$ cat config.mk
export PLATFORM = sky130hd
export DESIGN_NAME = vpu_issue_queue
export DESIGN_NICKNAME = d
export VERILOG_FILES = /design/src/rtl/vpu_pkg.sv /design/src/rtl/vpu_inst_fifo.sv /design/src/rtl/vpu_issue_queue.sv
export SDC_FILE = /design/constraint.sdc
export NUM_CORES = 1
export LEC_CHECK = 0
export ABC_AREA = 1
export CAP_MARGIN = 20
export CORE_ASPECT_RATIO = 0.6
export CORE_MARGIN = 2
export CORE_UTILIZATION = 50
export DETAILED_ROUTE_END_ITERATION = 10
export GPL_TIMING_DRIVEN = 1
export PLACE_DENSITY_LB_ADDON = 0.12
export SLEW_MARGIN = 10
export SYNTH_ARGS = -nofsm -noshare
export SYNTH_HDL_FRONTEND = slang
export SYNTH_HIERARCHICAL = 1
export SYNTH_SLANG_ARGS = --single-unit
$ cat constraint.sdc
create_clock -name clk -period 2.9 [get_ports clk]
set_input_delay 0.58 -clock clk [delete_from_list [all_inputs] [get_ports clk]]
set_output_delay 0.58 -clock clk [all_outputs]
set_load 0.01 [all_outputs]
$ cat src/rtl/vpu_pkg.sv
// ---------------------------------------------------------------------------
// vpu_pkg
// Shared definitions for the VPU instruction path.
//   INST_W     : width of one VPU instruction word
//   OP_W       : width of the opcode field
//   OP_*       : opcode values (the issue queue forwards them without decoding)
//   inst_t     : field layout of an instruction word
//   q_state_t  : issue-queue sequencer states
// ---------------------------------------------------------------------------
package vpu_pkg;

    localparam int INST_W = 32;
    localparam int OP_W   = 4;

    // Opcodes are listed for reference by the VPU and by tools that build
    // instruction streams. OP_UNARY has no B operand.
    localparam logic [OP_W-1:0] OP_ADD   = 4'd0;
    localparam logic [OP_W-1:0] OP_MUL   = 4'd1;
    localparam logic [OP_W-1:0] OP_UNARY = 4'd2;
    localparam logic [OP_W-1:0] OP_MAC   = 4'd3;

    // Field layout, MSB first:
    //   reserved [31:24], const [23:19], c [18:14], b [13:9], a [8:4], opcode [3:0]
    // The immediate is called cnst because const is a reserved word.
    typedef struct packed {
        logic [7:0]      reserved;
        logic [4:0]      cnst;
        logic [4:0]      c;
        logic [4:0]      b;
        logic [4:0]      a;
        logic [OP_W-1:0] opcode;
    } inst_t;

    typedef enum logic [1:0] {
        IDLE  = 2'd0,
        ISSUE = 2'd1,
        WAIT  = 2'd2
    } q_state_t;

endpackage

$ cat src/rtl/vpu_inst_fifo.sv
// ---------------------------------------------------------------------------
// vpu_inst_fifo
// Synchronous FIFO for VPU instruction words. Storage is a register array;
// the head entry is read combinationally, so the word at rd_ptr is visible
// in the same cycle it becomes the head.
//
// Ports:
//   clk, rst     : clock, synchronous active-high reset (empties the FIFO)
//   push         : write push_data at the tail (ignored when full or flushing)
//   push_data    : word to write
//   pop          : advance the head (ignored when empty)
//   flush        : drop queued entries; applied after a same-cycle pop
//   flush_keep   : keep the current head across a flush (in-flight entry)
//   head         : word at rd_ptr (meaningless when count is 0)
//   count        : number of occupied entries
// ---------------------------------------------------------------------------
module vpu_inst_fifo
    import vpu_pkg::*;
#(
    parameter int DEPTH   = 8,
    parameter int COUNT_W = $clog2(DEPTH + 1)
) (
    input  logic               clk,
    input  logic               rst,
    input  logic               push,
    input  inst_t              push_data,
    input  logic               pop,
    input  logic               flush,
    input  logic               flush_keep,
    output inst_t              head,
    output logic [COUNT_W-1:0] count
);

    localparam int PTR_W = (DEPTH > 1) ? $clog2(DEPTH) : 1;

    inst_t              mem_reg [DEPTH];
    logic [PTR_W-1:0]   wr_ptr_reg;
    logic [PTR_W-1:0]   wr_ptr_next;
    logic [PTR_W-1:0]   rd_ptr_reg;
    logic [PTR_W-1:0]   rd_ptr_next;
    logic [COUNT_W-1:0] count_reg;
    logic [COUNT_W-1:0] count_next;

    logic is_full;
    logic is_empty;
    logic push_ok;
    logic pop_ok;

    assign is_full  = (count_reg == COUNT_W'(DEPTH));
    assign is_empty = (count_reg == '0);

    // A flush and a push never combine: the flushed tail position would be
    // ambiguous, so the push is dropped.
    assign push_ok = push && !flush && !is_full;
    assign pop_ok  = pop && !is_empty;

    // Pointer and occupancy update. Pointers wrap naturally because DEPTH is
    // a power of two. A keeping flush only makes sense when the head is not
    // being popped in the same cycle; if it is, the pop wins and the FIFO
    // ends up empty with wr_ptr aligned to the new head.
    always_comb begin
        rd_ptr_next = rd_ptr_reg;
        wr_ptr_next = wr_ptr_reg;
        count_next  = count_reg;

        if (pop_ok) begin
            rd_ptr_next = rd_ptr_reg + 1'b1;
        end

        if (flush) begin
            if (flush_keep && !pop_ok && !is_empty) begin
                wr_ptr_next = rd_ptr_reg + 1'b1;
                count_next  = COUNT_W'(1);
            end else begin
                wr_ptr_next = rd_ptr_next;
                count_next  = '0;
            end
        end else begin
            if (push_ok) begin
                wr_ptr_next = wr_ptr_reg + 1'b1;
            end
            case ({push_ok, pop_ok})
                2'b10:   count_next = count_reg + 1'b1;
                2'b01:   count_next = count_reg - 1'b1;
                default: count_next = count_reg;
            endcase
        end
    end

    always_ff @(posedge clk) begin
        if (rst) begin
            wr_ptr_reg <= '0;
            rd_ptr_reg <= '0;
            count_reg  <= '0;
        end else begin
            wr_ptr_reg <= wr_ptr_next;
            rd_ptr_reg <= rd_ptr_next;
            count_reg  <= count_next;
        end
    end

    // Storage carries no reset; entries are only ever read when counted.
    always_ff @(posedge clk) begin
        if (push_ok) begin
            mem_reg[wr_ptr_reg] <= push_data;
        end
    end

    assign head  = mem_reg[rd_ptr_reg];
    assign count = count_reg;

endmodule

$ cat src/rtl/vpu_issue_queue.sv
// ---------------------------------------------------------------------------
// vpu_issue_queue
// Issue stage in front of vpu_top. Buffers instruction words in a DEPTH-entry
// FIFO and launches them one at a time: a one-cycle vpu_start pulse (wired to
// the VPU mem_rdy input), then the word is held on vpu_inst until vpu_done
// retires it. The head stays in the FIFO while in flight and is popped only
// on retire, which is what keeps vpu_inst stable for the whole operation.
//
// Ports:
//   clk, rst   : clock, synchronous active-high reset
//   in_valid   : upstream word valid
//   in_ready   : queue can accept (not full and no flush this cycle)
//   in_inst    : upstream instruction word
//   flush      : drop every queued word except the one in flight
//   vpu_inst   : head word to the VPU, 0 when the queue is empty
//   vpu_start  : one-cycle launch pulse to the VPU
//   vpu_done   : retire pulse from the VPU
//   count      : occupied entries, including the in-flight one
//   empty/full : occupancy flags
//   busy       : an instruction is being issued or is executing
//   retired    : retired-instruction counter, wraps
//   err        : sticky, set by vpu_done arriving when nothing is executing
// ---------------------------------------------------------------------------
module vpu_issue_queue
    import vpu_pkg::*;
#(
    parameter int DEPTH = 8,
    parameter int CNT_W = 16
) (
    input  logic                         clk,
    input  logic                         rst,
    input  logic                         in_valid,
    output logic                         in_ready,
    input  logic [INST_W-1:0]            in_inst,
    input  logic                         flush,
    output logic [INST_W-1:0]            vpu_inst,
    output logic                         vpu_start,
    input  logic                         vpu_done,
    output logic [$clog2(DEPTH+1)-1:0]   count,
    output logic                         empty,
    output logic                         full,
    output logic                         busy,
    output logic [CNT_W-1:0]             retired,
    output logic                         err
);

    localparam int COUNT_W = $clog2(DEPTH + 1);

    q_state_t           state_reg;
    q_state_t           state_next;
    logic [CNT_W-1:0]   retired_reg;
    logic [CNT_W-1:0]   retired_next;
    logic               err_reg;
    logic               err_next;

    logic               push;
    logic               retire;
    logic               start;
    inst_t              head;
    logic [COUNT_W-1:0] fifo_count;

    // -----------------------------------------------------------------------
    // Instruction buffer
    // -----------------------------------------------------------------------
    vpu_inst_fifo #(
        .DEPTH   (DEPTH),
        .COUNT_W (COUNT_W)
    ) u_fifo (
        .clk        (clk),
        .rst        (rst),
        .push       (push),
        .push_data  (inst_t'(in_inst)),
        .pop        (retire),
        .flush      (flush),
        .flush_keep (busy),
        .head       (head),
        .count      (fifo_count)
    );

    assign count    = fifo_count;
    assign empty    = (fifo_count == '0);
    assign full     = (fifo_count == COUNT_W'(DEPTH));
    assign in_ready = !full && !flush;
    assign push     = in_valid && in_ready;

    assign vpu_inst = empty ? '0 : INST_W'(head);

    // -----------------------------------------------------------------------
    // Issue sequencer
    // -----------------------------------------------------------------------
    // Only a done seen in WAIT retires; anywhere else it is a protocol error
    // and leaves state and pointers alone.
    assign retire = (state_reg == WAIT) && vpu_done;
    assign busy   = (state_reg == ISSUE) || (state_reg == WAIT);

    always_ff @(posedge clk) begin
        if (rst) begin
            state_reg <= IDLE;
        end else begin
            state_reg <= state_next;
        end
    end

    // ISSUE lasts exactly one cycle and is always followed by WAIT, so the
    // start pulse can never be high on two consecutive cycles. After a retire
    // the sequencer passes through IDLE for one cycle, giving the VPU time to
    // return to its own idle state before the next pulse.
    always_comb begin
        state_next = state_reg;
        start      = 1'b0;
        case (state_reg)
            IDLE: begin
                if (!empty) begin
                    state_next = ISSUE;
                end
            end
            ISSUE: begin
                start      = 1'b1;
                state_next = WAIT;
            end
            WAIT: begin
                if (vpu_done) begin
                    state_next = IDLE;
                end
            end
            default: begin
                state_next = IDLE;
            end
        endcase
    end

    assign vpu_start = start;

    // -----------------------------------------------------------------------
    // Retired counter and sticky error flag
    // -----------------------------------------------------------------------
    always_comb begin
        retired_next = retired_reg + CNT_W'(retire);
        err_next     = err_reg || (vpu_done && (state_reg != WAIT));
    end

    always_ff @(posedge clk) begin
        if (rst) begin
            retired_reg <= '0;
            err_reg     <= 1'b0;
        end else begin
            retired_reg <= retired_next;
            err_reg     <= err_next;
        end
    end

    assign retired = retired_reg;
    assign err     = err_reg;

endmodule

==> key figures <==
Status
  • Status: complete, but fails checks
  • Failing checks: setup timing

Yosys
  • Seq cells post-synth: 285
  • Yosys top cell by area: edfxtp_1
  • Synth Area in Compound Gates: 10.7%
  • Simple-Gate Fraction of Synth Area: 13.9%
  • Adder-Cell Fraction of Synth Area: 1.05%
  • Sequential element share of the synthesized area: 69.6%
  • XOR/XNOR Fraction of Synth Area: 0.295%
  • Syn_area_per_cell: 11.2 um2
  • Cell variety after synth: 34
  • Post-synth top area share: 64.7%
  • Synthesized Nets: 1107
  • Largest family of logic cells by synthesized area: simple AND/OR/NAND/NOR gates
  • Synth Cell Area: 0.0119 mm2
  • Syn Inst Count: 1060
  • Synth area leaders: edfxtp_1, nor2_1, o21ai_0
  • Mux cell area share after synthesis: 0%
  • Yosys warning count: 6

Power
  • Pwr per Cell Area: 558 mW/mm2
  • Maximum VDD drop: 0.000429 V
  • Total power: 8.26 mW
  • Leak pwr: 5.58 nW

Global route
  • First-pass GRT wire length: 43.8 mm
  • Gr usage total: 23.1%
  • Vias in the first global route: 7541
  • Aggregate global routing overflow: 0
  • Largest net degree at the start of global routing: 39
  • Initial antenna violation count: 1

Drt
  • Wirelength per Cell: 19.0 um
  • Detailed Routing Iterations Pass 1: 5
  • WL final: 28.8 mm
  • Post-route ant nets: 0
  • Post-DR vias/cell: 5.41
  • DR vias: 8190
  • 1st-iter DRT viols: 668
  • DRC errors left: 0

STA
  • Normalized max-slew margin: 72.2%
  • PnR worst setup slack: -127 ps
  • Unrepaired setup endpoints after global routing: yes
  • Tmin final: 3030 ps
  • Final Max Slew Viols: 0
  • Final Hold Viols: 0
  • Hold WS: 472 ps
  • Worst-Margin Slew: 416 ps
  • Final setup fails: 1
  • Period utilisation layout: 104%
  • Achievable Freq: 330 MHz
  • Worst Skew: 9.06 ps

Layout
  • Area Growth Syn to Fin: 24.5%
  • Fin util: 63.8%
  • Max reg flops: 256
  • Layout Nets: 1224
  • Layout cells sized above 1: 11.2%
  • Fill cells: 1795

Place
  • Detail Placement HPWL: 15.5 mm
  • Dpl ws: 213 ps
  • # port buffers: 94
  • Gpl congestion: 0.803

Setup path
  • Critical Path Source: u_fifo/rd_ptr_reg[0]$_SDFF_PP0_
  • Worst R2R End: u_fifo/mem_reg[0][25]$_DFFE_PP_
  • Startpoint Class: flop
  • WS Path Type: reg -> out
  • CP Capture Type: output pin
  • Worst EP arrival: 2450 ps
  • R2R depth: 9
  • R2r setup slk: 590 ps
  • Crit-path max FO: 13
  • Required time worst endpoint: 2320 ps
  • R2R Path Start: u_fifo/count[2]$_SDFFE_PP0P_

Clocking
  • H-tree levels: 1
  • Clock-pin slew on the worst setup and hold paths: 60 ps
  • CTS tree: yes
  • Clock buffer count from CTS: 26
  • Clock Path Buffers: 3
  • # clock sinks: 285
  • Hold buffers post-CTS: 0
  • CTS root buf: clkbuf_16
  • Clk_lat worst skew: 530 ps

Floorplan
  • Die area: 0.0251 mm2
  • FP Rows: 43
  • Die width: 203 um
  • Core area: 0.0232 mm2
  • Die Height: 123 um
  • IO Count: 95
  • Starting Density: 51.2%

Worst hold path
  • Worst hold stages: 2
  • Worst-case hold path end point: err$_SDFF_PP0_
  • HP Class: reg -> reg
  • Hold_sp: err$_SDFF_PP0_

Run
  • Max_cap viols: 0
-- cells by family (layout without fill, tap and decap cells) --
group / count (synthesis) / in the layout
other: 0 / 1
xor gates and xnor gates: 4 / 4
AOI/OAI and AO/OA: 229 / 229
buffers and inverters: 131 / 268
adders and majority gates: 10 / 10
DFF: 285 / 285
and+or+nand+nor: 401 / 401
-- critical path, stage by stage (launching register included) --
cell and delay, ps:
dfxtp_4 390, clkinv_4 150, bufbuf_16 300, nor2_1 40, o22ai_1 180, nor2_1 60, a31oi_1 130, inv_1 50
nor2_1 90, clkdlybuf4s50_1 530
-- per-stage QoR --
step           TNS [ps]  cell area, um2  instances
4_1_cts           -2360           14700       1506
3_3_place_gp          0           13600       1448
2_1_floorplan    -61170           11900       1060
6_report           -127           14800       1513
5_1_grt            -304           14800       1512
3_5_place_dp          0           13600       1448
-- cell type report --
cell class / count / area, um2 / area share [%]
Antenna cell: 1 / 2.50 / 0.0169
Clock buffer: 34 / 702 / 4.75
Clock inverter: 14 / 140 / 0.948
Inverter: 76 / 298 / 2.01
Multi-Input combinational cell: 644 / 3140 / 21.2
Sequential cell: 285 / 8280 / 56.0
Tap cell: 315 / 394 / 2.67
Timing Repair Buffer: 144 / 1830 / 12.4
-- where the power goes --
part	switching (mW)	leakage, nW	internal [mW]
logic	0.198	2.62	0.137
registers	0.0121	2.54	4.50
clock network	1.44	0.409	1.97
total	1.65	5.58	6.61
-- routing by layer --
metal  track usage [%]  share of wire, %  vias up
li1                  -                 -     3938
met1              35.2                49     3967
met2              35.7                43      253
met3              3.45               6.4       32
met4              4.52               1.4        0
met5                 0                 0        -
-- Yosys cell counts (all sizes together) --
library cell and instances:
a31oi 33, nand2 65, o22ai 33, nand3b 1
edfxtp 256, nor2 312, clkinv 1, nor3 1
nand4 5, nand3 16, buf 27, dfxtp 29
o21ai 140, clkbuf 28, o211ai 2, xor2 4
nor3b 1, inv 75, o21a 1, o21bai 1
a21oi 19, ha 10
-- repair_timing --
action                     CTS  global route
buffers inserted             3             4
setup endpoints to repair   32            30
pin swaps                    1             3
gates cloned                 7             2
resized for setup           27            28
-- worst max path at each step --
stage	to	cells past startpoint
2_1_floorplan	u_fifo/mem_reg[0][0]$_DFFE_PP_	10
3_3_place_gp	u_fifo/mem_reg[0][25]$_DFFE_PP_	9
3_5_place_dp	u_fifo/mem_reg[0][25]$_DFFE_PP_	9
4_1_cts	vpu_inst[24]	7
5_1_grt	vpu_inst[9]	9
6_report	vpu_inst[9]	9
-- layout by cell type, fill, tap and decap left out, types with 27 or more instances in the layout --
cell               n
dfxtp_1           27
nand2_1           52
edfxtp_1         256
a31oi_1           32
nor2_1           295
inv_1             68
clkbuf_16         29
o22ai_1           33
clkdlybuf4s50_1   63
o21ai_0          135
Power figures use the tool's default switching activity.
